## src/rtl/tetromino_shape_matcher.sv

```systemverilog
// ---------------------------------------------------------------------------
// tetromino_shape_matcher
//
// Recovers piece identity from a captured 4x4 window. Four bitmap rows are
// taken over a valid/ready stream (top row first, bit 3 = leftmost column).
// The block then walks the seven tetromino tables, one piece per cycle, and
// tests all four rotations of that piece at once. The first hit, or a miss
// after the last piece, is held on the result stream until it is accepted.
//
// This file also carries the shared tetromino definitions (index type, table
// type, index macros) and the table ROM get_tetromino_info.
//
// Ports (tetromino_shape_matcher):
//   clk, rst_n            clock, asynchronous active-low reset
//   clear                 synchronous abort back to LOAD
//   row_valid/row_ready   row handshake; row_data = one 4-bit bitmap row
//   res_valid/res_ready   result handshake
//   res_found             1 = exact match found
//   res_idx               matched piece (I when nothing matched)
//   res_rot               matched rotation 0..3 (0 when nothing matched)
// ---------------------------------------------------------------------------

`ifndef TETROMINO_I_IDX
`define TETROMINO_I_IDX 3'd0
`define TETROMINO_J_IDX 3'd1
`define TETROMINO_L_IDX 3'd2
`define TETROMINO_O_IDX 3'd3
`define TETROMINO_S_IDX 3'd4
`define TETROMINO_T_IDX 3'd5
`define TETROMINO_Z_IDX 3'd6
`endif

package tetromino_pkg;
    typedef struct packed {
        logic [2:0] data;
    } tetromino_idx_t;

    // Rotation r lives in bits [63-16r : 48-16r]; row 0 is the top nibble.
    typedef logic [63:0] tetromino_t;
endpackage

// Table ROM: piece index in, all four rotations out.
module get_tetromino_info
    import tetromino_pkg::*;
(
    input  tetromino_idx_t idx,
    output tetromino_t     tetromino
);
    always_comb begin
        tetromino = '0;
        case (idx.data)
            `TETROMINO_I_IDX: tetromino = 64'h0F00_2222_00F0_4444;
            `TETROMINO_J_IDX: tetromino = 64'h08E0_0644_00E2_044C;
            `TETROMINO_L_IDX: tetromino = 64'h02E0_0446_00E8_0C44;
            `TETROMINO_O_IDX: tetromino = 64'h0660_0660_0660_0660;
            `TETROMINO_S_IDX: tetromino = 64'h06C0_0462_006C_08C4;
            `TETROMINO_T_IDX: tetromino = 64'h04E0_0464_00E4_04C4;
            `TETROMINO_Z_IDX: tetromino = 64'h0C60_0264_00C6_04C8;
            default:          tetromino = '0;
        endcase
    end
endmodule

module tetromino_shape_matcher
    import tetromino_pkg::*;
(
    input  logic           clk,
    input  logic           rst_n,
    input  logic           clear,
    input  logic           row_valid,
    output logic           row_ready,
    input  logic [3:0]     row_data,
    output logic           res_valid,
    input  logic           res_ready,
    output logic           res_found,
    output tetromino_idx_t res_idx,
    output logic [1:0]     res_rot
);
    typedef enum logic [1:0] {LOAD, SCAN, DONE} state_t;

    state_t         state;
    logic [1:0]     row_cnt;
    logic [2:0]     piece_cnt;
    logic [15:0]    bitmap;

    tetromino_idx_t scan_idx;
    tetromino_t     info;
    logic [3:0]     hit;
    logic [1:0]     hit_rot;

    // Scan order I, J, L, O, S, T, Z.
    always_comb begin
        scan_idx.data = `TETROMINO_I_IDX;
        case (piece_cnt)
            3'd0:    scan_idx.data = `TETROMINO_I_IDX;
            3'd1:    scan_idx.data = `TETROMINO_J_IDX;
            3'd2:    scan_idx.data = `TETROMINO_L_IDX;
            3'd3:    scan_idx.data = `TETROMINO_O_IDX;
            3'd4:    scan_idx.data = `TETROMINO_S_IDX;
            3'd5:    scan_idx.data = `TETROMINO_T_IDX;
            default: scan_idx.data = `TETROMINO_Z_IDX;
        endcase
    end

    get_tetromino_info u_info (
        .idx       (scan_idx),
        .tetromino (info)
    );

    // Every table entry has exactly four set bits, so exact equality already
    // rejects bitmaps with any other population count.
    always_comb begin
        hit = '0;
        for (int r = 0; r < 4; r++)
            hit[r] = (bitmap == info[63-16*r -: 16]);
    end

    // Lowest matching rotation wins (O repeats itself, so it reports 0).
    always_comb begin
        hit_rot = 2'd0;
        if      (hit[0]) hit_rot = 2'd0;
        else if (hit[1]) hit_rot = 2'd1;
        else if (hit[2]) hit_rot = 2'd2;
        else if (hit[3]) hit_rot = 2'd3;
    end

    assign row_ready = (state == LOAD);
    assign res_valid = (state == DONE);

    always_ff @(posedge clk or negedge rst_n) begin
        if (!rst_n) begin
            state        <= LOAD;
            row_cnt      <= '0;
            piece_cnt    <= '0;
            bitmap       <= '0;
            res_found    <= 1'b0;
            res_idx.data <= `TETROMINO_I_IDX;
            res_rot      <= '0;
        end else if (clear) begin
            state        <= LOAD;
            row_cnt      <= '0;
            piece_cnt    <= '0;
            bitmap       <= '0;
            res_found    <= 1'b0;
            res_idx.data <= `TETROMINO_I_IDX;
            res_rot      <= '0;
        end else begin
            case (state)
                LOAD: begin
                    if (row_valid) begin
                        case (row_cnt)
                            2'd0:    bitmap[15:12] <= row_data;
                            2'd1:    bitmap[11:8]  <= row_data;
                            2'd2:    bitmap[7:4]   <= row_data;
                            default: bitmap[3:0]   <= row_data;
                        endcase
                        row_cnt <= row_cnt + 2'd1;  // wraps to 0 after slot 3
                        if (row_cnt == 2'd3) begin
                            piece_cnt <= '0;
                            state     <= SCAN;
                        end
                    end
                end
                SCAN: begin
                    if (|hit) begin
                        res_found <= 1'b1;
                        res_idx   <= scan_idx;
                        res_rot   <= hit_rot;
                        state     <= DONE;
                    end else if (piece_cnt == 3'd6) begin
                        res_found    <= 1'b0;
                        res_idx.data <= `TETROMINO_I_IDX;
                        res_rot      <= '0;
                        state        <= DONE;
                    end else begin
                        piece_cnt <= piece_cnt + 3'd1;
                    end
                end
                DONE: begin
                    if (res_ready)
                        state <= LOAD;
                end
                default: state <= LOAD;
            endcase
        end
    end
endmodule

```

## config.mk

```make
export PLATFORM = sky130hd
export DESIGN_NAME = tetromino_shape_matcher
export DESIGN_NICKNAME = d
export VERILOG_FILES = /design/src/rtl/tetromino_shape_matcher.sv
export SDC_FILE = /design/constraint.sdc
export NUM_CORES = 1
export LEC_CHECK = 0
export CAP_MARGIN = 20
export CORE_UTILIZATION = 65
export DETAILED_ROUTE_END_ITERATION = 6
export GPL_TIMING_DRIVEN = 0
export MAX_ROUTING_LAYER = met4
export PLACE_DENSITY = 0.87
export SYNTH_ARGS = -nofsm -noshare
export SYNTH_HDL_FRONTEND = slang
export SYNTH_HIERARCHICAL = 1
export SYNTH_SLANG_ARGS = --single-unit
```

## constraint.sdc

```tcl
create_clock -name clk -period 7.3 [get_ports clk]
set_input_delay 1.46 -clock clk [delete_from_list [all_inputs] [get_ports clk]]
set_output_delay 1.46 -clock clk [all_outputs]
set_load 0.05 [all_outputs]
```

==> impl_metrics.yaml, run 1 <==
synthesis:
  async_flop_share: 1.00
  ys_types: 48
  syn_inst: 330
  ys_seq_area_frac: 0.247
  synth_seq_cells: 29
  syn-mean-instance-area_um2: 8.90
  synthesis.area_um2: 2940
  synth_edf_count: 0
  yosysWarnings: 6
  synth-main-ff-cell: "dfrtp_1"
setup_path:
  crit_path_cell_trace: "ha_1, ha_1, o311ai_0, nor2b_1, inv_1, buf_6, nor3_2, a21oi_1, buf_4, xnor2_1, nand4_1, nor4_2, nor4_4, a31oi_1, a21bo_1"
  cp_slowest_cell: "nor4_2"
  crit_arrival_ns: 4.03
  crit_buf_inv: 3
  cp-start-kind: "flop"
  critPathCaptureType: "flop"
  critical_path.top_delay_family: "simple AND/OR/NAND/NOR gates"
  crit_top_cell: "ha_1"
  critical-path-max-stage-delay_ns: 0.55
  crit_fanout: 9
  critPathRequiredTime_ns: 7.47
  critical_path_class: "reg -> reg"
timing:
  slew_headroom: 0.426
  hold_violations: 0
  finalMaxSlewViolations: 0
  rsz0062_at_grt: "false"
  fin_setup_tns_ns: 0
  setup_viol: 0
  fin_crit_ns: 3.85
  max_freq_mhz: 260
  worst_hold_slack_ns: 0.549
  skew_ns: 0.00779
  period_share: 0.528
  worst_pin_slew_ns: 0.855
placed_design:
  portBuffers: 15
  dp_hpwl_um: 4890
  gp_congestion: 0.894
  placed_area_um2: 3300
route:
  drt-total-wl_um: 6130
  dr_total_vias: 2241
  drt_first_iter_violations: 168
  first_pass_iters: 4
  ant_nets: 0
  wl_per_cell_um: 14.0
  viasPerCell: 5.13
  drc: 0
global_routing:
  grt.total_usage: 0.282
  grt_overflow_total: 0
  grt_pass1_vias: 2236
  antenna_found_initial: 0
  grt_max_degree: 18
  grt_first_pass_wirelength_um: 10400
final_layout:
  diodes: 0
  multi_input_area_um2: 1740
  fin_area_um2: 3380
  layout_commonest_cell: "buf_4"
  synthToLayoutAreaGrowth_pct: 15.0
  nets: 402
  n_fill_cell: 303
  seqCellArea_um2: 726
  layout_common_cells: "60 x buf_4, 52 x xnor2_1, 32 x conb_1, 29 x dfrtp_1, 28 x nor2_1"
  drive_gt1_frac: 0.221
  final_util: 0.776
clock_network:
  cts-root-buf: "clkbuf_8"
  path_clk_slew_ns: 0.06
  htree_levels: 2
  cts_buffers: 5
  post_cts_resized: 0
  cts_tree: "built"
  hold_buffers: 0
  clkLatencyLatePin_ns: 0.28
  cts_buffer_depth: 2
  post_cts_buffers: 0
  cts_sinks: 29
pwr:
  p_per_area_nw_per_um2: 117
  vdd_drop_max_mv: 0.128
  p_leak_nw: 1.60
  finalPower_w: 0.000395
floorplanning:
  num_rows: 24
  die_w_um: 69.2
  initial_utilization: 0.675
  core_area_um2: 4350
  die_h_um: 69.2
  die-area_um2: 4790
  ios: 17
hold_path:
  hp-class: "reg -> reg"
run_status:
  status: "finished, final reports clean"
run:
  max_cap_viol_count: 0
## final cells by class
| class | instances | share of cell area |
|---|---|---|
| Multi-Input combinational cell | 244 | 0.515 |
| Clock inverter | 2 | 0.00296 |
| Timing Repair Buffer | 16 | 0.0526 |
| Buffer | 72 | 0.156 |
| Sequential cell | 29 | 0.215 |
| Inverter | 16 | 0.0178 |
| Clock buffer | 6 | 0.0215 |
| Tap cell | 52 | 0.0193 |
## routing by layer
metal | GRT usage | wire [um] | share of wire | vias to the layer above
met5 | - | 0 | 0 | -
met4 | 0.0862 | 95 | 0.015 | 0
met1 | 0.342 | 2640 | 0.43 | 1065
li1 | - | - | - | 1123
met2 | 0.487 | 3210 | 0.52 | 43
met3 | 0.0392 | 181 | 0.030 | 10
## where the power goes
group / switching, W / internal, W / total [W]
Sequential: 0.00000247 / 0.000165 / 0.000168
Combinational: 0.0000498 / 0.0000519 / 0.000102
Clock: 0.0000597 / 0.0000658 / 0.000126
## worst min-delay path, delay by kind of cell (launching register included)
family / cells / cell delay, ns
buffers and inverters: 1 / 0.05
flip-flops: 1 / 0.38
AO/OA/AOI/OAI: 1 / 0.08
## synthesized netlist by cell type (all sizes together) (2+ instances only)
library cell / instances / area [um2]
buf: 66 / 504
xnor2: 52 / 455
dfrtp: 29 / 726
nor2: 29 / 116
xor2: 17 / 149
inv: 16 / 60.1
mux2i: 16 / 160
nand4: 13 / 81.3
ha: 9 / 113
nor4: 9 / 98.8
a21oi: 8 / 43.8
nand2: 8 / 30.0
nor3: 8 / 45.0
clkbuf: 6 / 22.5
nor2b: 5 / 33.8
o21ai: 5 / 28.8
a21bo: 4 / 40.0
and3: 3 / 18.8
nor3b: 3 / 22.5
o32ai: 3 / 26.3
a31oi: 2 / 12.5
a41oi: 2 / 17.5
nand2b: 2 / 12.5
nand3: 2 / 10.0
o31ai: 2 / 15.0
## per-stage QoR
stage | cells | worst slack [ns]
2_1_floorplan | 361 | 4.07
3_3_place_gp | 428 | 3.59
3_5_place_dp | 429 | 3.47
4_1_cts | 437 | 3.47
5_1_grt | 437 | 3.24
6_report | 437 | 3.45
## flip-flops by register name (all words and copies together), names as in the netlist
register	cells
res_idx	3
bitmap	16
piece_cnt	3
row_cnt	2
res_found	1
state	2
res_rot	2
## logic make-up after synthesis
family          after synthesis  share of synthesized area
buf+inv                      88                      0.200
other cells                   1                    0.00128
compound gates               31                     0.0762
flops                        29                      0.247
simple gates                 87                      0.177
xor+xnor                     69                      0.206
mux                          16                     0.0545
fa+ha+maj                     9                     0.0383
## path summary, 6_finish.rpt
| kind | from | to | slack [ns] | cells past startpoint |
|---|---|---|---|---|
| max | piece_cnt[0]$_DFFE_PN0P_ | piece_cnt[2]$_DFFE_PN0P_ | 3.45 | 15 |
| min | res_idx[1]$_DFFE_PN0P_ | res_idx[1]$_DFFE_PN0P_ | 0.55 | 2 |
| max reg2reg | piece_cnt[0]$_DFFE_PN0P_ | piece_cnt[2]$_DFFE_PN0P_ | 3.45 | 15 |
| min reg2reg | res_idx[1]$_DFFE_PN0P_ | res_idx[1]$_DFFE_PN0P_ | 0.55 | 2 |
| max in group asynchronous | rst_n | bitmap[6]$_DFFE_PN0P_ | 5.18 | 2 |
| min in group asynchronous | rst_n | state[0]$_DFFE_PN0P_ | 1.60 | 1 |
Power figures use the tool's default switching activity.
==> inputs of run 2 (changes only) <==
Settings changed: CORE_UTILIZATION 65 to 61, PLACE_DENSITY 0.87 to 0.82.
Clock period 7.3 ns to 3.6 ns, I/O delays scaled along.
==> run 2 against run 1 <==
Against the previous run:
- critical path depth increased by 3
- worst setup slack got worse by 3.3 ns
- non-clock buffer count is 9 higher
- total power grew 110%
- worst hold slack got worse by 0.0037 ns
- clock-buffer cell count stayed put
- utilization increased by 1.1 points
- sequential share of layout area shrank 1.0 points
- register-to-register slack worse by 3.3 ns
- cell count is 2.3% higher
- via count is 1.7% higher
==> impl_metrics.yaml, run 2 (same netlist as run 1, synthesis figures left out) <==
placed_design:
  gp_congestion: 0.930
  placed_area_um2: 3300
  portBuffers: 15
  dp_hpwl_um: 4750
  placedCellCount: 429
pwr:
  switching_share: 0.293
  p_sw_w: 0.000240
  finalPower_w: 0.000819
  p_per_area_nw_per_um2: 231
  internal-power_w: 0.000579
  power_frac_clock: 0.322
  p_comb_frac: 0.263
  p_leak_nw: 1.68
  vdd_drop_max_mv: 0.310
  p_seq_frac: 0.415
setup_path:
  r2r_start: "piece_cnt[0]$_DFFE_PN0P_"
  cp-start-kind: "flop"
  rrSetupSlack_ns: 0.19
  r2r_cells: 18
  crit_arrival_ns: 3.59
  critPathRequiredTime_ns: 3.78
  crit_fanout: 8
  critical_path_class: "reg -> reg"
  rr_endpoint: "piece_cnt[1]$_DFFE_PN0P_"
  critPathCaptureType: "flop"
route:
  viasPerCell: 5.10
  drt-total-wl_um: 6550
  wl_per_cell_um: 14.7
  drc: 0
  drt_first_iter_violations: 124
  first_pass_iters: 4
  dr_total_vias: 2280
  ant_nets: 0
final_layout:
  fin_area_um2: 3540
  nets: 412
  layout_commonest_cell: "buf_4"
  n_fill_cell: 332
  final_cells: 447
  layout_common_cells: "68 x buf_4, 52 x xnor2_1, 32 x conb_1, 29 x dfrtp_1, 26 x nor2_1"
  largest_register_ffs: 16
  synthToLayoutAreaGrowth_pct: 20.7
  largest_register: "bitmap"
  top_regs: "bitmap: 16 flops, piece_cnt: 3 flops, res_idx: 3 flops"
  diodes: 0
  drive_gt1_frac: 0.278
timing:
  rsz0062_at_grt: "false"
  worst_hold_slack_ns: 0.546
  skew_ns: 0.00537
  hold_violations: 0
  fin_setup_tns_ns: 0
  fin_crit_ns: 3.41
  worst_pin_slew_ns: 0.763
  slew_headroom: 0.487
  finalMaxSlewViolations: 0
  period_share: 0.948
  setup_viol: 0
  max_freq_mhz: 293
global_routing:
  antenna_found_initial: 0
  grt_pass1_vias: 2229
  grt_max_degree: 17
  grt_first_pass_wirelength_um: 10600
  grt_overflow_total: 0
  grt.total_usage: 0.284
floorplanning:
  die_w_um: 71.4
  num_rows: 24
  ios: 17
  initial_utilization: 0.652
  die-area_um2: 5100
  die_h_um: 71.4
  core_area_um2: 4500
clock_network:
  cts_buffer_depth: 2
  cts_buffers: 5
  cts-root-buf: "clkbuf_8"
  cts_sinks: 29
  path_clk_slew_ns: 0.07
  clkLatencyLatePin_ns: 0.29
  htree_levels: 2
  cts_tree: "built"
hold_path:
  hp-class: "reg -> reg"
  hold_path_end: "res_idx[0]$_DFFE_PN0P_"
  hold_depth: 2
  hp-start: "res_idx[0]$_DFFE_PN0P_"
run:
  max_cap_viol_count: 0
run_status:
  status: "finished, final reports clean"
==> run 2: timing repair <==
action / 4_1_cts / 5_1_grt
endpoints found under the setup margin: 11 / 11
pin swaps: 2 / 11
hold buffers: 0 / 0
resized for setup: 4 / 17
buffers inserted: 0 / 9
cloned: 1 / 0
==> run 2: worst max-delay path by stage <==
stage	to	slack (ns)	cells past startpoint	startpoint
finish	piece_cnt[1]$_DFFE_PN0P_	0.19	18	piece_cnt[0]$_DFFE_PN0P_
floorplan	piece_cnt[0]$_DFFE_PN0P_	0.37	15	piece_cnt[0]$_DFFE_PN0P_
global route	piece_cnt[0]$_DFFE_PN0P_	0.009	16	piece_cnt[0]$_DFFE_PN0P_
CTS	piece_cnt[1]$_DFFE_PN0P_	0.01	15	piece_cnt[0]$_DFFE_PN0P_
detailed placement	piece_cnt[1]$_DFFE_PN0P_	-0.21	15	piece_cnt[0]$_DFFE_PN0P_
global placement	piece_cnt[1]$_DFFE_PN0P_	-0.12	15	piece_cnt[0]$_DFFE_PN0P_
==> run 2: stage by stage <==
stage	setup slack, ns	util
5_1_grt	0.00853	0.787
3_3_place_gp	-0.119	0.726
6_report	0.188	0.787
2_1_floorplan	0.366	-
4_1_cts	0.0115	0.760
3_5_place_dp	-0.213	0.732
==> run 2: worst max-delay path: stages, from the launching register on <==
cell,delay (ns)
dfrtp_1,0.40
ha_1,0.22
ha_1,0.22
o311ai_1,0.22
nor2b_2,0.20
inv_1,0.06
buf_6,0.14
nor3_4,0.10
buf_4,0.17
a21oi_2,0.05
buf_4,0.13
xnor2_1,0.13
nand4_1,0.17
nor4_4,0.29
buf_4,0.19
nor4_4,0.04
buf_4,0.16
a41oi_1,0.17
a21bo_1,0.23
==> run 2: area by class of cell <==
type	instances	area, um2	share of cell area
Sequential cell	29	726	0.205
Inverter	16	60.1	0.0169
Tap cell	52	65.1	0.0184
Timing Repair Buffer	25	249	0.0702
Buffer	72	527	0.149
Multi-Input combinational cell	245	1840	0.518
Clock inverter	2	10.0	0.00282
Clock buffer	6	72.6	0.0205
==> run 2: layer usage <==
metal,global-route usage,up-vias,share of wire
li1,-,1140,-
met1,0.350,1081,0.46
met2,0.481,45,0.49
met3,0.0464,14,0.030
met4,0.0844,0,0.025
met5,-,-,0
==> run 2: power groups by stage <==
| stage | Sequential, W | Combinational (W) | Clock, W |
|---|---|---|---|
| floorplan | 0.000345 | 0.000158 | 0 |
| global placement | 0.000345 | 0.000195 | 0 |
| detailed placement | 0.000346 | 0.000202 | 0 |
| CTS | 0.000340 | 0.000206 | 0.000265 |
| global route | 0.000340 | 0.000237 | 0.000280 |
| finish | 0.000340 | 0.000216 | 0.000264 |
==> inputs of run 3 (changes only) <==
Settings changed: REMOVE_ABC_BUFFERS set to 1.
==> run 3 against run 2 <==
Against the previous run:
- the flow now finishes with violations (DRC)
- non-clock buffer count decreased by 66
- clock skew decreased by 0.0028 ns
- critical path depth decreased by 3
- sequential power increased by 4%
- first-iteration DRC count increased by 10%
- total power decreased by 6.3%
- utilization decreased by 11 points
- cell count decreased by 15%
- sequential share of layout area increased by 3.3 points
- cell area decreased by 14%
- critical path type unchanged
==> impl_metrics.yaml, run 3 (same netlist as run 1, synthesis figures left out) <==
run_status:
  status: "finished, violations left"
  failed_checks: "DRC"
clock_network:
  cts-root-buf: "clkbuf_8"
  path_clk_slew_ns: 0.06
  htree_levels: 2
  hold_buffers: 0
  clkLatencyLatePin_ns: 0.28
  cts_buffers: 5
  cts_tree: "built"
  cts_buffer_depth: 2
  cts_sinks: 29
timing:
  period_share: 0.963
  max_freq_mhz: 288
  slew_headroom: 0.450
  setup_viol: 0
  hold_violations: 0
  worst_pin_slew_ns: 0.823
  worst_slack_ns: 0.133
  fin_crit_ns: 3.47
  finalMaxSlewViolations: 0
  skew_ns: 0.00257
  fin_setup_tns_ns: 0
final_layout:
  nets: 346
  layout_common_cells: "52 x xnor2_1, 32 x conb_1, 29 x dfrtp_1, 27 x nor2_1, 17 x xor2_1"
  top_regs: "bitmap: 16 flops, piece_cnt: 3 flops, res_idx: 3 flops"
  synthToLayoutAreaGrowth_pct: 4.00
  final_util: 0.678
  diodes: 0
  largest_register: "bitmap"
  layout_commonest_cell: "xnor2_1"
  drive_gt1_frac: 0.137
  largest_register_ffs: 16
placed_design:
  post-place-ws_ns: -0.303
  gp_congestion: 0.890
  dp_hpwl_um: 3830
  portBuffers: 16
floorplanning:
  die-area_um2: 5100
  die_w_um: 71.4
  num_rows: 24
  ios: 17
  core_area_um2: 4500
  die_h_um: 71.4
  initial_utilization: 0.652
route:
  first_pass_iters: 6
  drc: 1
  drt_first_iter_violations: 137
  wl_per_cell_um: 15.0
  viasPerCell: 5.43
  ant_nets: 0
  dr_total_vias: 2064
  drt-total-wl_um: 5710
global_routing:
  grt.total_usage: 0.234
  grt_overflow_total: 0
  grt_pass1_vias: 1893
  grt_first_pass_wirelength_um: 8910
  grt_max_degree: 36
  antenna_found_initial: 0
pwr:
  p_leak_nw: 1.37
  finalPower_w: 0.000767
  vdd_drop_max_mv: 0.265
  p_per_area_nw_per_um2: 251
setup_path:
  cp-start-kind: "flop"
  critPathCaptureType: "flop"
  rrSetupSlack_ns: 0.13
  crit_fanout: 9
  critPathRequiredTime_ns: 3.77
  critical_path_class: "reg -> reg"
  crit_arrival_ns: 3.64
hold_path:
  hp-class: "reg -> reg"
run:
  max_cap_viol_count: 0
run 3: cell types whose count changed in the layout (fill, tap and decap cells not counted), sizes merged:
cell	previous run	this run
buf	76	15
clkdlybuf4s50	15	16
clkinv	2	0
clkbuf	12	7
run 3: worst max-delay path: stages (launching register included):
cell and delay, ns:
dfrtp_1 0.40, inv_1 0.15, ha_1 0.25, nor3_1 0.08, o21ai_0 0.34, inv_2 0.19
buf_4 0.19, nand3b_4 0.07, a21bo_1 0.25, xnor2_1 0.13, nand4_1 0.15, nor4_4 0.05
buf_4 0.16, nor4_4 0.52, a21oi_4 0.14, o32ai_1 0.28
run 3: final timing paths:
kind | depth (start not counted) | from | endpoint
setup reg to reg | 15 | piece_cnt[0]$_DFFE_PN0P_ | res_idx[0]$_DFFE_PN0P_
hold / removal | 2 | res_rot[0]$_DFFE_PN0P_ | res_rot[0]$_DFFE_PN0P_
min in group asynchronous | 1 | rst_n | state[0]$_DFFE_PN0P_
setup / recovery | 15 | piece_cnt[0]$_DFFE_PN0P_ | res_idx[0]$_DFFE_PN0P_
hold reg to reg | 2 | res_rot[0]$_DFFE_PN0P_ | res_rot[0]$_DFFE_PN0P_
max in group asynchronous | 2 | rst_n | bitmap[6]$_DFFE_PN0P_
run 3: layer usage:
metal  global-route usage  routed length, um  part of all wire  up-vias
met2                0.383               2820              0.49       53
met5                    -                  0                 0        -
met3               0.0380                259             0.045       10
met4               0.0867                116             0.020        0
li1                     -                  -                 -     1009
met1                0.293               2510              0.44      992
run 3: area by class of cell:
cell class,count,area (um2)
clock buffer,7,86.3
fill,320,1450
inverter,16,62.6
multi-input combinational,245,1830
sequential,29,726
tap,52,65.1
timing repair buffer,31,288
run 3: timing repair:
item                                    CTS  global route
gates cloned                              1             0
pin swaps                                 2             4
buffers inserted                          3            10
endpoints found under the setup margin   11            11
gates resized for setup                   6            13
run 3: power by group:
group	leakage [nW]	switching, W	internal (W)
logic	0.920	0.0000773	0.0000720
registers	0.401	0.0000192	0.000336
clock network	0.0443	0.000112	0.000151
run 3: through the flow:
step / instance area (um2) / hold WS, ns / std cells
2_1_floorplan: 2530 / 0.424 / 289
3_3_place_gp: 2750 / 0.528 / 357
3_5_place_dp: 2770 / 0.530 / 358
4_1_cts: 2920 / 0.543 / 369
5_1_grt: 3060 / 0.562 / 380
6_report: 3060 / 0.537 / 380
==> edit 1 (flow settings as in run 2) <==
Encoding of `state_t`: now one-hot (3 bits for 3 states).
--- a/src/rtl/tetromino_shape_matcher.sv
+++ b/src/rtl/tetromino_shape_matcher.sv
@@ -76,7 +76,7 @@
     output tetromino_idx_t res_idx,
     output logic [1:0]     res_rot
 );
-    typedef enum logic [1:0] {LOAD, SCAN, DONE} state_t;
+    typedef enum logic [2:0] {LOAD = 3'b001, SCAN = 3'b010, DONE = 3'b100} state_t;
 
     state_t         state;
     logic [1:0]     row_cnt;
Behaviour: same outputs for any inputs over 10 cycles, from zero or initial values and one cycle with rst_n low; not proved beyond that.
==> edit 1 against run 2 <==
  * Critical path depth shrank 3
  * Sequential cell count grew 1
  * Design area shrank 4.5%
  * Sequential share of layout area grew 1.7 points
  * Area after synthesis shrank 0.94%
  * Clock skew grew 1.4 ps
  * Clock power grew 4%
  * Hold slack lost 56 ps
  * Worst setup slack lost 4.9 ps
  * Wire length shrank 14%
  * Total power grew 4.5%
  * Critical endpoint is now piece_cnt[2]
==> edit 1: results (changes against run 2) <==
metric,value,unit,change
initial drt markers,76,,-39%
PortBufs,16,,+1
vias in the first global route,2165,,-2.9%
most frequent cells after synthesis,"65 x xor2_1, 51 x buf_4, 29 x dfrtp_1",,
DP Area,3280,um^2,-0.53%
status,finished clean,,
share of layout cells above drive strength 1,26.2,%,-1.6 points
Compound-Gate Fraction of Synth Area,6.66,%,-0.96 points
Synth Area in XOR/XNOR,20.8,%,+0.19 points
"CP delay by family, top",simple AND/OR/NAND/NOR gates,,
sequential-to-total area share from yosys stat,25.8,%,+1.1 points
slowest cell on the critical path,nor3_2,,
Power Internal,622,uW,+7.4%
first-pass GRT wire length,9350,um,-12%
critical register-to-register path startpoint,piece_cnt[1],,
final wirelength,5610,um,-14%
peak supply drop,0.225,mV,-27%
largest net degree at the start of global routing,21,,+4
Placer Congestion,0.926,,-0.38%
Crit Path Class,reg2reg,,
leakage dissipation,0.00174,uW,+3.6%
Max transition margin,36.7,%,-12 points
max incr delay on CP,450,ps,+50 ps
synth top area cells,"dfrtp_1 25%, xor2_1 20%, buf_4 13%",,
post-synthesis adder-cell area fraction,3.01,%,-0.82 points
synth unique cells,53,,+10%
Clock Skew,6.76,ps,+1.39 ps
Hold Startpoint,state[2],,
vias per cell,5.05,,-0.96%
final net count,389,,-5.6%
combinational share of power,25.5,%,-0.8 points
[edit 1: what timing repair did]
item / in CTS / in global routing
hold buffers: 0 / 0
setup buffers: 0 / 1
endpoints found under the setup margin: 0 / 3
endpoints found under the hold margin: 0 / 0
resized for setup: 0 / 1
[edit 1: worst paths after layout]
kind / slack (ps) / end / depth (start not counted)
hold / removal: 490 / state[1] / 1
setup / recovery: 180 / piece_cnt[2] / 15
max in group asynchronous: 2300 / bitmap[0] / 2
hold reg to reg: 490 / state[1] / 1
min in group asynchronous: 810 / row_cnt[0] / 1
setup reg to reg: 180 / piece_cnt[2] / 15
[edit 1: metal layers]
metal | part of all wire (%) | global-route usage, % | vias up
met5 | 0 | - | -
met4 | 2.4 | 10.2 | 0
met3 | 3.2 | 3.42 | 14
met2 | 52 | 45.0 | 46
met1 | 43 | 27.3 | 997
li1 | - | - | 1095
[edit 1: cells by family after synthesis]
logic type	count (synthesis)
buffers and inverters	80
muxes	16
other	1
and+or+nand+nor	84
adders and majority gates	7
xor gates and xnor gates	69
DFF	30
AOI/OAI and AO/OA	30
[edit 1: layout make-up]
class / instances / area [um^2]
repair buffers: 18 / 195
inverters: 8 / 30.0
multi-input cells: 238 / 1680
clock inverters: 1 / 5.00
well taps: 52 / 65.1
plain buffers: 72 / 569
flip-flops and latches: 30 / 752
clock buffers: 7 / 86.3
fillers: 326 / 1090
[edit 1: metrics by stage]
stage | setup slack, ps | std cells | power, uW
floorplan | 745 | 348 | 536
global placement | 187 | 416 | 577
detailed placement | 174 | 417 | 586
CTS | 140 | 425 | 861
global route | -10.0 | 426 | 897
finish | 183 | 426 | 856
==> edit 2 (flow settings as in run 2) <==
Made on the original files. Make the reset (`rst_n`) synchronous in one clocked block. Comments in the files are not updated.
--- a/src/rtl/tetromino_shape_matcher.sv
+++ b/src/rtl/tetromino_shape_matcher.sv
@@ -127,7 +127,7 @@
     assign row_ready = (state == LOAD);
     assign res_valid = (state == DONE);
 
-    always_ff @(posedge clk or negedge rst_n) begin
+    always_ff @(posedge clk) begin
         if (!rst_n) begin
             state        <= LOAD;
             row_cnt      <= '0;
Behaviour: differs if rst_n is asserted again (counterexample within 10 cycles, from zero or initial values and one cycle with rst_n low); with rst_n held inactive, the same outputs for 10 cycles.
==> edit 2 against run 2 <==
  * Worst setup slack worse by 86 ps
  * Utilization down 3.9 points
  * Wire length down 15%
  * Count of clock-buffer cells in the layout unchanged
  * Critical path depth down 3
  * Critical path type unchanged
  * Sequential cell count unchanged
  * Via count down 4.6%
  * Area after synthesis down 5.0%
  * Final cell count down 1.6%
  * Design area down 7.5%
  * Synthesized cell count down 0.61%
Power is not compared: it rests on default switching activity, and its combinational part moved more than twofold at a synthesized area within 25%.
==> edit 2: results (changes against run 2) <==
metric,value,unit,change
synth unique cells,49,,+2.1%
DRT met1 WL,2550,um,-15%
M3 GR Usage,4.07,%,-0.57 points
placed wire-length estimate,4280,um,-9.9%
met1 usage,32.6,%,-2.4 points
final net count,406,,-1.5%
GRT Total Usage,25.1,%,-3.3 points
final wirelength,5600,um,-15%
switching share of power,25.0,%,
first-pass GRT wire length,9400,um,-11%
vias in the first global route,2010,,-9.8%
Clock Latency Late Sink,280,ps,
placed cells,427,,-0.47%
Worst Path Max Fanout,10,,+2
"CP delay by family, top",simple AND/OR/NAND/NOR gates,,
largest net degree at the start of global routing,11,,-6
synth top area cells,"dfxtp_1 21%, xor2_1 20%, buf_4 12%",,
ANT cells,0,,unchanged
Placer Congestion,0.950,,+2.2%
"Top FF cell, synth",dfxtp_1,,
most frequent cells after synthesis,"65 x xor2_1, 46 x buf_4, 29 x dfxtp_1",,
initial drt markers,135,,+8.9%
status,finished clean,,
Met3 Wirelength,206,um,+5.1%
crit path DAT,3670,ps,+80 ps
Max transition margin,66.4,%,+18 points
sequential-to-total area share from yosys stat,20.8,%,-3.9 points
routed wl met2,2710,um,-15%
drt first pass iters,4,,unchanged
Regs by FF count,"bitmap: 16 flops, piece_cnt: 3 flops, res_idx: 3 flops",,
Via Count,2176,,-4.6%
slowest cell on the critical path,dfxtp_1,,
PortBufs,16,,+1
WL/cell,12.7,um,-13%
DP Area,3130,um^2,-5.0%
fill count,350,,+5.4%
Avg Inst Size Synth,8.51,um^2,-4.4%
met2 global-route usage,39.7,%,-8.5 points
share of layout cells above drive strength 1,24.2,%,-3.6 points
Clock Skew,4.67,ps,-0.705 ps
"FFs w/ async S/R, synth",0,%,-100 points
edit 2: worst paths after layout:
check	from	end	slack [ps]	cells after the start
min reg2reg	res_rot[0]	res_rot[0]	470	2
max reg2reg	piece_cnt[0]	res_idx[0]	100	15
min	res_rot[0]	res_rot[0]	470	2
max	piece_cnt[0]	res_idx[0]	100	15
edit 2: power groups by stage:
stage          combinational, uW  clock [uW]  sequential [uW]
3_3_place_gp                93.0           0              333
2_1_floorplan               74.7           0              332
4_1_cts                     95.1         262              326
6_report                    97.2         258              326
3_5_place_dp                94.7           0              333
5_1_grt                      108         277              326
edit 2: metrics by stage:
step           worst slack [ps]  utilization, %  hold WS, ps  total power, uW
2_1_floorplan               483               -          479              407
3_5_place_dp               -173            71.5          461              427
5_1_grt                   -76.9            74.8          486              711
6_report                    102            74.8          470              681
4_1_cts                    14.5            73.5          469              682
3_3_place_gp               -125            71.5          450              426
edit 2: cells by family (layout without fill, tap and decap cells):
logic type | Yosys count | after routing | share of synthesized area, %
flops | 29 | 29 | 20.8
fa+ha+maj | 10 | 10 | 4.48
buf+inv | 83 | 112 | 20.7
mux | 20 | 20 | 7.17
other cells | 1 | 32 | 0.134
compound gates | 23 | 23 | 5.83
xor+xnor | 69 | 69 | 21.6
simple gates | 93 | 93 | 19.2
edit 2: timing repair:
| action | 4_1_cts | 5_1_grt |
|---|---|---|
| setup endpoints to repair | 11 | 11 |
| pin swaps | 1 | 5 |
| hold buffers | 0 | 0 |
| gates resized for setup | 1 | 3 |
| setup buffers | 0 | 5 |
edit 2: cell type report:
cell class	count	area [um^2]	share of cell area, %
clock inverter	2	10.0	0.305
sequential	29	581	17.7
multi-input combinational	247	1770	54.1
clock buffer	6	72.6	2.21
timing repair buffer	21	198	6.03
buffer	72	537	16.4
tap	52	65.1	1.98
inverter	11	41.3	1.26
